**config.mk**
```make
export PLATFORM = sky130hd
export DESIGN_NAME = div_restoring_u16x8
export DESIGN_NICKNAME = d
export VERILOG_FILES = /design/src/rtl/div_pkg.sv /design/src/rtl/div_step.sv /design/src/rtl/div_restoring_u16x8.sv
export SDC_FILE = /design/constraint.sdc
export NUM_CORES = 1
export LEC_CHECK = 0
export ABC_CLOCK_PERIOD_IN_PS = 2600
export BUFFER_PORTS_ARGS = -buffer_cell sky130_fd_sc_hd__buf_2
export CAP_MARGIN = 25
export CORE_MARGIN = 5
export CORE_UTILIZATION = 25
export CTS_BUF_LIST = sky130_fd_sc_hd__clkbuf_8 sky130_fd_sc_hd__clkbuf_16
export DETAILED_ROUTE_END_ITERATION = 10
export HOLD_SLACK_MARGIN = 0.03
export SLEW_MARGIN = 20
export SYNTH_ARGS = -nofsm -noshare
export SYNTH_HDL_FRONTEND = slang
export SYNTH_SLANG_ARGS = --single-unit
```
**constraint.sdc**
```tcl
create_clock -name clk -period 2.6 [get_ports clk]
set_input_delay 0.39 -clock clk [delete_from_list [all_inputs] [get_ports clk]]
set_output_delay 0.39 -clock clk [all_outputs]
set_load 0.01 [all_outputs]
```
**src/rtl/div_pkg.sv**
```systemverilog
// -----------------------------------------------------------------------------
// div_pkg
// Shared definitions for the iterative restoring divider:
//   DEF_DW / DEF_VW : default dividend/quotient and divisor/remainder widths
//   CNT_W           : step counter width for the default dividend width
//   state_t         : controller states IDLE -> RUN -> DONE -> IDLE
// -----------------------------------------------------------------------------
package div_pkg;

  localparam int DEF_DW = 16;
  localparam int DEF_VW = 8;
  localparam int CNT_W  = $clog2(DEF_DW);

  typedef enum logic [1:0] {
    IDLE = 2'd0,
    RUN  = 2'd1,
    DONE = 2'd2
  } state_t;

endpackage

```
**src/rtl/div_step.sv**
```systemverilog
// -----------------------------------------------------------------------------
// div_step
// One combinational restoring-division step.
//   rem_i  [VW-1:0] : partial remainder entering the step
//   msb_i           : next dividend bit shifted into the trial value
//   div_i  [VW-1:0] : divisor
//   rem_o  [VW-1:0] : partial remainder leaving the step
//   qbit_o          : quotient bit produced by this step
// The trial value T = {rem, msb} is VW+1 bits wide. Only its low VW bits are
// carried forward, because the next step rebuilds T from rem[VW-1:0] alone.
// -----------------------------------------------------------------------------
module div_step
  #(parameter int VW = 8)
  (
    input  logic [VW-1:0] rem_i,
    input  logic          msb_i,
    input  logic [VW-1:0] div_i,
    output logic [VW-1:0] rem_o,
    output logic          qbit_o
  );

  logic [VW:0] trial_s;
  logic        ge_s;

  // Build the trial value; subtract the divisor when it fits, else restore.
  always_comb begin
    trial_s = {rem_i, msb_i};
    ge_s    = (trial_s >= {1'b0, div_i});
    if (ge_s) begin
      rem_o  = VW'(trial_s - {1'b0, div_i});
      qbit_o = 1'b1;
    end else begin
      rem_o  = trial_s[VW-1:0];
      qbit_o = 1'b0;
    end
  end

endmodule

```
**src/rtl/div_restoring_u16x8.sv**
```systemverilog
// -----------------------------------------------------------------------------
// div_restoring_u16x8
// Iterative unsigned restoring divider, one quotient bit per clock.
//   clk   : rising-edge clock
//   clrn  : asynchronous active-low reset
//   start : request, accepted on a rising edge while busy=0
//   a     : dividend (DW bits), captured with start
//   b     : divisor  (VW bits), captured with start
//   busy  : division in progress
//   ready : one-cycle pulse, q/r/dz valid from this cycle on
//   q     : quotient  (DW bits, held until the next completion)
//   r     : remainder (VW bits, held until the next completion)
//   dz    : divide-by-zero flag
// Build option DIV_ZERO_DETECT_EN: when defined, b==0 is caught at accept and
// the result is produced one clock later with dz=1. When undefined, b==0
// simply runs the normal DW steps (which yield q=all ones, r=a[VW-1:0]) and dz
// stays 0.
// -----------------------------------------------------------------------------
module div_restoring_u16x8
  import div_pkg::*;
  #(
    parameter int DW = DEF_DW,
    parameter int VW = DEF_VW
  )
  (
    input  logic          clk,
    input  logic          clrn,
    input  logic          start,
    input  logic [DW-1:0] a,
    input  logic [VW-1:0] b,
    output logic          busy,
    output logic          ready,
    output logic [DW-1:0] q,
    output logic [VW-1:0] r,
    output logic          dz
  );

  localparam int CW = $clog2(DW);
  localparam logic [CW-1:0] LAST_CNT = CW'(DW - 1);

  state_t        state_q, state_d;
  logic [CW-1:0] cnt_q,   cnt_d;
  logic [VW-1:0] rem_q,   rem_d;   // partial remainder, always < divisor when b != 0
  logic [DW-1:0] dvd_q,   dvd_d;   // dividend shifts out of the top, quotient in at the bottom
  logic [VW-1:0] dvs_q,   dvs_d;
  logic          busy_q,  busy_d;
  logic          ready_q, ready_d;
  logic [DW-1:0] quo_q,   quo_d;
  logic [VW-1:0] rmd_q,   rmd_d;
  logic          dz_q,    dz_d;
`ifdef DIV_ZERO_DETECT_EN
  logic          zpend_q, zpend_d; // current operation has a zero divisor
`endif

  logic [VW-1:0] step_rem_s;
  logic          step_qbit_s;

  div_step #(.VW(VW)) u_step (
    .rem_i  (rem_q),
    .msb_i  (dvd_q[DW-1]),
    .div_i  (dvs_q),
    .rem_o  (step_rem_s),
    .qbit_o (step_qbit_s)
  );

  // Controller next-state, datapath updates and result capture.
  always_comb begin
    state_d = state_q;
    cnt_d   = cnt_q;
    rem_d   = rem_q;
    dvd_d   = dvd_q;
    dvs_d   = dvs_q;
    busy_d  = busy_q;
    ready_d = 1'b0;
    quo_d   = quo_q;
    rmd_d   = rmd_q;
    dz_d    = dz_q;
`ifdef DIV_ZERO_DETECT_EN
    zpend_d = zpend_q;
`endif
    case (state_q)
      IDLE, DONE: begin
        if (start) begin
          // Accept: results are deliberately left untouched until completion.
          state_d = RUN;
          cnt_d   = {CW{1'b0}};
          rem_d   = {VW{1'b0}};
          dvd_d   = a;
          dvs_d   = b;
          busy_d  = 1'b1;
`ifdef DIV_ZERO_DETECT_EN
          zpend_d = (b == {VW{1'b0}});
`endif
        end else begin
          state_d = IDLE;
          busy_d  = 1'b0;
        end
      end
      RUN: begin
`ifdef DIV_ZERO_DETECT_EN
        if (zpend_q) begin
          // Short-cut: the untouched dividend still sits in dvd_q.
          state_d = DONE;
          busy_d  = 1'b0;
          ready_d = 1'b1;
          quo_d   = {DW{1'b1}};
          rmd_d   = dvd_q[VW-1:0];
          dz_d    = 1'b1;
          zpend_d = 1'b0;
        end else begin
`endif
          rem_d = step_rem_s;
          dvd_d = {dvd_q[DW-2:0], step_qbit_s};
          cnt_d = cnt_q + CW'(1);
          if (cnt_q == LAST_CNT) begin
            state_d = DONE;
            busy_d  = 1'b0;
            ready_d = 1'b1;
            quo_d   = {dvd_q[DW-2:0], step_qbit_s};
            rmd_d   = step_rem_s;
            dz_d    = 1'b0;
          end else begin
            state_d = RUN;
          end
`ifdef DIV_ZERO_DETECT_EN
        end
`endif
      end
      default: begin
        state_d = IDLE;
        busy_d  = 1'b0;
      end
    endcase
  end

  // State and datapath registers with asynchronous clear.
  always_ff @(posedge clk or negedge clrn) begin
    if (!clrn) begin
      state_q <= IDLE;
      cnt_q   <= {CW{1'b0}};
      rem_q   <= {VW{1'b0}};
      dvd_q   <= {DW{1'b0}};
      dvs_q   <= {VW{1'b0}};
      busy_q  <= 1'b0;
      ready_q <= 1'b0;
      quo_q   <= {DW{1'b0}};
      rmd_q   <= {VW{1'b0}};
      dz_q    <= 1'b0;
`ifdef DIV_ZERO_DETECT_EN
      zpend_q <= 1'b0;
`endif
    end else begin
      state_q <= state_d;
      cnt_q   <= cnt_d;
      rem_q   <= rem_d;
      dvd_q   <= dvd_d;
      dvs_q   <= dvs_d;
      busy_q  <= busy_d;
      ready_q <= ready_d;
      quo_q   <= quo_d;
      rmd_q   <= rmd_d;
      dz_q    <= dz_d;
`ifdef DIV_ZERO_DETECT_EN
      zpend_q <= zpend_d;
`endif
    end
  end

  assign busy  = busy_q;
  assign ready = ready_q;
  assign q     = quo_q;
  assign r     = rmd_q;
  assign dz    = dz_q;

endmodule

```
== Word-level counts from Yosys, hierarchy flattened ==
Cells that the tools add are included.
Operators by class
  shift-type cells: 0
  equal/unequal tests: 5
  bitwise logic cells: 0
  div/mod/pow operators: 0
  $mul: 0
  $lt $le $gt $ge: 1
  $add $sub $neg: 2
  muxes and demuxes: 16
  reduce and logical (&&, ||, !) cells: 6
Operator list (number)
  one-hot mux 16 bit (2 select lines): 1
  two-way mux 16 bit: 1
  two-way mux 8 bit: 2
  one-hot mux 8 bit (2 select lines): 1
  >= comparator 9 x 8 -> 1 bit: 1
  one-hot mux 4 bit (2 select lines): 1
  subtractor 8 bit: 1
  two-way mux 1 bit: 6
  AND reduction 2 bit: 3
  adder 4 x 1 -> 4 bit (second input constant): 1
  equality test 4 bit (second input constant): 1
  two-way mux 4 bit: 1
  inequality test 2 bit (second input constant): 2
  one-hot mux 2 bit (2 select lines): 1
  equality test 2 x 1 -> 1 bit (second input constant): 1
  equality test 2 bit (second input constant): 1
  logical NOT 2 bit: 1
  two-way mux 2 bit: 1
  one-hot mux 1 bit (2 select lines): 1
  nonzero test 2 bit: 1
  OR reduction 2 bit: 1
Word-level totals
  input port bits: 27
  latch bits: 0
  word-level logic and storage cells: 39
  RAM bits: 0
  output and inout port bits: 27
  memories: 0
  register bits after elaboration: 64
  bits in read-only memories: 0

== Longest topological paths before layout ==
  word-level depth: 4
  gate-level depth with buffers: 9
  mapped depth without buffers: 9

== Hierarchy ==
Synthesis repeated with hierarchy kept, for this count alone.
Unflattened totals
  cell total of the unflattened synthesis: 233
  area, all modules: 3009.1 µm²
By module, submodules not included
  div_restoring_u16x8: area each 2488.6 µm², cells an instance 164, times used 1, sequential area each 1576.5 µm²
  div_step: area each 520.5 µm², cells an instance 69, times used 1, sequential area each 0.0 µm²

== Worst setup path before layout ==
Ideal clock, no wire load.
  kind: reg2reg
  from: register dvd_q[15]
  to: register rmd_q[6], in the netlist r[6]
  buffers on the path: 0
  stages on the path, launching flop included: 10
  data arrival time: 1.952 ns
  data required time: 2.459 ns
  clock period less this slack: 2.094 ns
  path slack: 0.506 ns
  setup time: 0.141 ns
  cell sequence: dfrtp_1 inv_1 ha_1 inv_1 fa_1 a211o_1 o211ai_1 mux2_2 o22ai_1 a31oi_1
On the way
  cells in the longest elaborated chain, start to end: 2
  elaborated cells between the ends (all ways): 3
  those cells by class: add/sub (1); order compare (1); mux (1)
RTL lines
  start, declared: line div_restoring_u16x8.sv:44  | logic [DW-1:0] dvd_q, dvd_d;
  start signal, assigned: line div_restoring_u16x8.sv:142  | dvd_q <= {DW{1'b0}};
  start signal, assigned: line div_restoring_u16x8.sv:156  | dvd_q <= dvd_d;
  subtractor 8 bit or >= comparator 9 x 8 -> 1 bit (tied branches): line div_step.sv:30, div_step.sv:28
  two-way mux 8 bit *: line div_step.sv:29  | if (ge_s) begin
  end signal, assigned: line div_restoring_u16x8.sv:147  | rmd_q <= {VW{1'b0}};
  end signal, assigned: line div_restoring_u16x8.sv:161  | rmd_q <= rmd_d;
  end, declared: line div_restoring_u16x8.sv:49  | logic [VW-1:0] rmd_q, rmd_d;
Every way passes the cells marked *; elsewhere a longest branch is shown, timed or not.
A chain may end at the register's enable or synchronous reset.

== Worst setup path after layout ==
Same ends and word-level chain as after synthesis.

==> run_results.csv <==
group,metric,value,unit
outcome,status,"complete, no violations",
worst_setup_path,cpMaxStageDelayCell,"fa_1",
clock_tree,postCtsHoldBufs,0,
global_routing,overflow,0,
placed_design,post-place-cells,514,
placed_design,portBuffers,52,
synth,synth-seq-cells,63,
synth,post_synth_fa_ha_maj_area_fraction,0.0436,
power_and_ir_drop,p_switching,2290,uW
sta,skew,0.00758,ns
synth,ys.flop_type,"dfrtp_1",
layout,finalNonFillerCells,530,
synth,synth-simple-area-share,0.200,
route,num_vias,2503,
synth,synth_area,0.00304,mm2
power_and_ir_drop,pwr-share-seq,0.314,
clock_tree,postCtsSetupBuffers,0,
worst_setup_path,cpMostUsedCell,"inv_1",
worst_setup_path,path_max_fanout,3,
global_routing,grt_max_degree,40,
run,cap_violations,0,
floorplanning,boundaryPins,54,
synth,netlist-cell-type-count,51,
sta,setup_viol,0,
layout,antenna_cells,0,
floorplanning,die_y,120,um
sta,drv_slew,0,
synth,synth_top_family_by_area,"simple AND/OR/NAND/NOR gates",
sta,fmax,0.433,GHz
clock_tree,clock_path_buffers,2,
layout,seqCellArea,0.00158,mm2
route,drt_pass1_iterations,4,
synth,synth_compound_area_frac,0.182,
layout,drive_gt1_frac,0.227,
global_routing,track_usage,0.108,
worst_setup_path,cp_data_arrival_time,2.50,ns
global_routing,grt_pass1_wl,12.5,mm
power_and_ir_drop,pwr-share-clk,0.217,
synth,syn_nets,362,
worst_setup_path,cp-end-kind,"register",
sta,hold_viol,0,
sta,slew_headroom,0.538,
route,route.detailed.drc,0,
clock_tree,cts_tree,"done",
power_and_ir_drop,internal_power,3310,uW
worst_setup_path,slowest_delay,0.39,ns
floorplanning,initial_core_util,0.254,
worst_setup_path,cp.required,2.79,ns
power_and_ir_drop,combinationalPowerShare,0.469,
sta,worstMarginPinSlew,0.692,ns
power_and_ir_drop,p_leak,0.00183,uW
layout,multi_input_area,0.00135,mm2
synth,ys.warnings.count,0,
global_routing,grt_pass1_vias,2459,
power_and_ir_drop,sw_frac_of_total,0.409,
route,wl_per_cell,14.6,um
sta,grt_setup_unrepaired,"false",
clock_tree,clk_latency,0.33,ns
synth,synth_cells,325,
clock_tree,cts_resized,0,
global_routing,antenna_found_initial,0,
worst_setup_path,cp_num_buf_inv,2,
floorplanning,design.core.area,0.0120,mm2
clock_tree,h-tree-depth,3,
clock_tree,numCtsBuffers,9,
synth,synth.avg_cell_area,9.36,um2
power_and_ir_drop,ir_drop,0.477,mV
synth,async_flop_share,1.00,
floorplanning,die_w,120,um
synth,synth_edf_count,0,
worst_setup_path,critPathLaunchType,"register",
synth,ys_seq_area_frac,0.519,
layout,fillers,1252,
worst_hold_path,worstHoldPathType,"input port to asynchronous set/reset pin",
worst_setup_path,crit_type,"register to register",
sta,min_period_over_period,0.889,
route,routed_wl,7.72,mm
layout,syn2layout_area_growth,24.5,%
route,vias_per_cell,4.72,
synth,synth_mux_area_frac,0.00741,
placed_design,place_hpwl,5.49,mm
route,drt_iter0_markers,177,
floorplanning,row_count,40,
placed_design,placed_area,0.00348,mm2
worst_setup_path,cp_cell_sequence,"inv_1 > ha_1 > inv_1 > fa_1 > a211o_1 > o211ai_1 > mux2_2 > o22ai_1 > a31oi_1",
placed_design,gp_congestion,0.843,
clock_tree,path_clk_slew,0.06,ns
floorplanning,design.die.area,0.0145,mm2
power_and_ir_drop,powerDensity,1480,mW/mm2
clock_tree,clkSinkCount,63,
route,ant_nets,0,
worst_setup_path,crit_family,"compound AO/OA/AOI/OAI gates",
layout,nets,415,
clock_tree,cts-root-buf,"clkbuf_16",
sta,layout_min_cycle_time,2.31,ns
synth,synth_xor_area_frac,0.00864,
layout,final_cell_area,0.00379,mm2
sta,final.setup.tns,0,ns
layout make-up:
| type | count | share of cell area |
|---|---|---|
| clock buffer | 9 | 0.0595 |
| multi-input combinational | 234 | 0.358 |
| timing repair buffer | 59 | 0.0859 |
| sequential | 63 | 0.416 |
| inverter | 11 | 0.0109 |
| clock inverter | 7 | 0.0212 |
| tap | 147 | 0.0486 |
routing by layer:
layer,up-vias,part of all wire,GRT usage,wire length [um]
met2,67,0.43,0.155,3340
met5,-,0,0,0
met4,0,0.019,0.0446,148
li1,1239,-,-,-
met1,1186,0.48,0.150,3730
met3,11,0.065,0.0360,502
through the flow:
step | setup slack, ns | hold slack, ns | utilization | total power [uW]
final | 0.289 | 0.0569 | 0.317 | 5600
after global routing | 0.133 | 0.110 | 0.317 | 6070
after CTS | 0.292 | 0.0874 | 0.317 | 5630
after detailed placement | 0.291 | 0.444 | 0.291 | 4390
after global placement | 0.406 | 0.425 | 0.291 | 4310
after floorplan | 0.506 | 0.0944 | - | 3660
kinds of logic after synthesis:
family / count (synthesis)
simple gates: 139
compound gates: 79
flops: 63
buf+inv: 28
fa+ha+maj: 10
xor+xnor: 3
mux: 2
other cells: 1
worst register-to-register path: stages, from the launching register on:
cell and delay (ns):
dfrtp_1 0.36, inv_1 0.10, ha_1 0.19, inv_1 0.06, fa_1 0.39, a211o_1 0.28, o211ai_1 0.11, mux2_2 0.36
o22ai_1 0.19, a31oi_1 0.13
synth_stat cells (4+ instances only):
master | n | share of area
nand2_1 | 95 | 0.12
dfrtp_1 | 63 | 0.52
o21ai_0 | 23 | 0.038
a22oi_1 | 16 | 0.040
clkbuf_1 | 12 | 0.015
inv_1 | 10 | 0.012
nand3_1 | 10 | 0.016
ha_1 | 9 | 0.037
nor2_1 | 8 | 0.0099
and2_1 | 6 | 0.012
o211ai_1 | 6 | 0.015
a21oi_1 | 5 | 0.0082
nand4_1 | 5 | 0.010
nor2b_1 | 4 | 0.0082
sequential cells by signal (all words and copies together), names as in the netlist, 4 cells and up:
register	cells
dvd_q	16
q	16
dvs_q	8
r	8
rem_q	8
cnt_q	4
power by group through the flow:
| stage | registers (uW) | clock network [uW] | logic (uW) |
|---|---|---|---|
| 2_1_floorplan | 1780 | 0 | 1880 |
| 3_3_place_gp | 1760 | 0 | 2560 |
| 3_5_place_dp | 1770 | 0 | 2620 |
| 4_1_cts | 1760 | 1240 | 2630 |
| 5_1_grt | 1820 | 1300 | 2960 |
| 6_report | 1760 | 1220 | 2630 |
path summary, 6_finish.rpt:
kind | endpoint | slack, ns | startpoint | cells past startpoint
max in group asynchronous | rem_q[7] | 1.92 | clrn | 2
worst min-delay path | q[11] | 0.06 | clrn | 1
worst min register to register | q[4] | 0.47 | q[4] | 2
min in group clk | dvs_q[5] | 0.27 | b[5] | 3
worst max register to register | r[6] | 0.29 | dvd_q[15] | 9
worst max-delay path | r[6] | 0.29 | dvd_q[15] | 9
cell usage in the layout (no fill, tap or decap), types with 3 or more instances in the layout:
| cell | count |
|---|---|
| nand2_1 | 95 |
| dfrtp_1 | 63 |
| buf_2 | 52 |
| o21ai_0 | 23 |
| a22oi_1 | 16 |
| inv_1 | 10 |
| nand3_1 | 10 |
| ha_1 | 9 |
| clkbuf_16 | 9 |
| nor2_1 | 7 |
| and2_1 | 6 |
| o211ai_1 | 6 |
| buf_4 | 6 |
| a21oi_1 | 5 |
| nand4_1 | 5 |
| a21o_1 | 3 |
| a31o_2 | 3 |
| a41oi_1 | 3 |
| o31ai_1 | 3 |
| a31oi_1 | 3 |
| inv_6 | 3 |
Note: power is estimated with default switching activity, not from simulation.
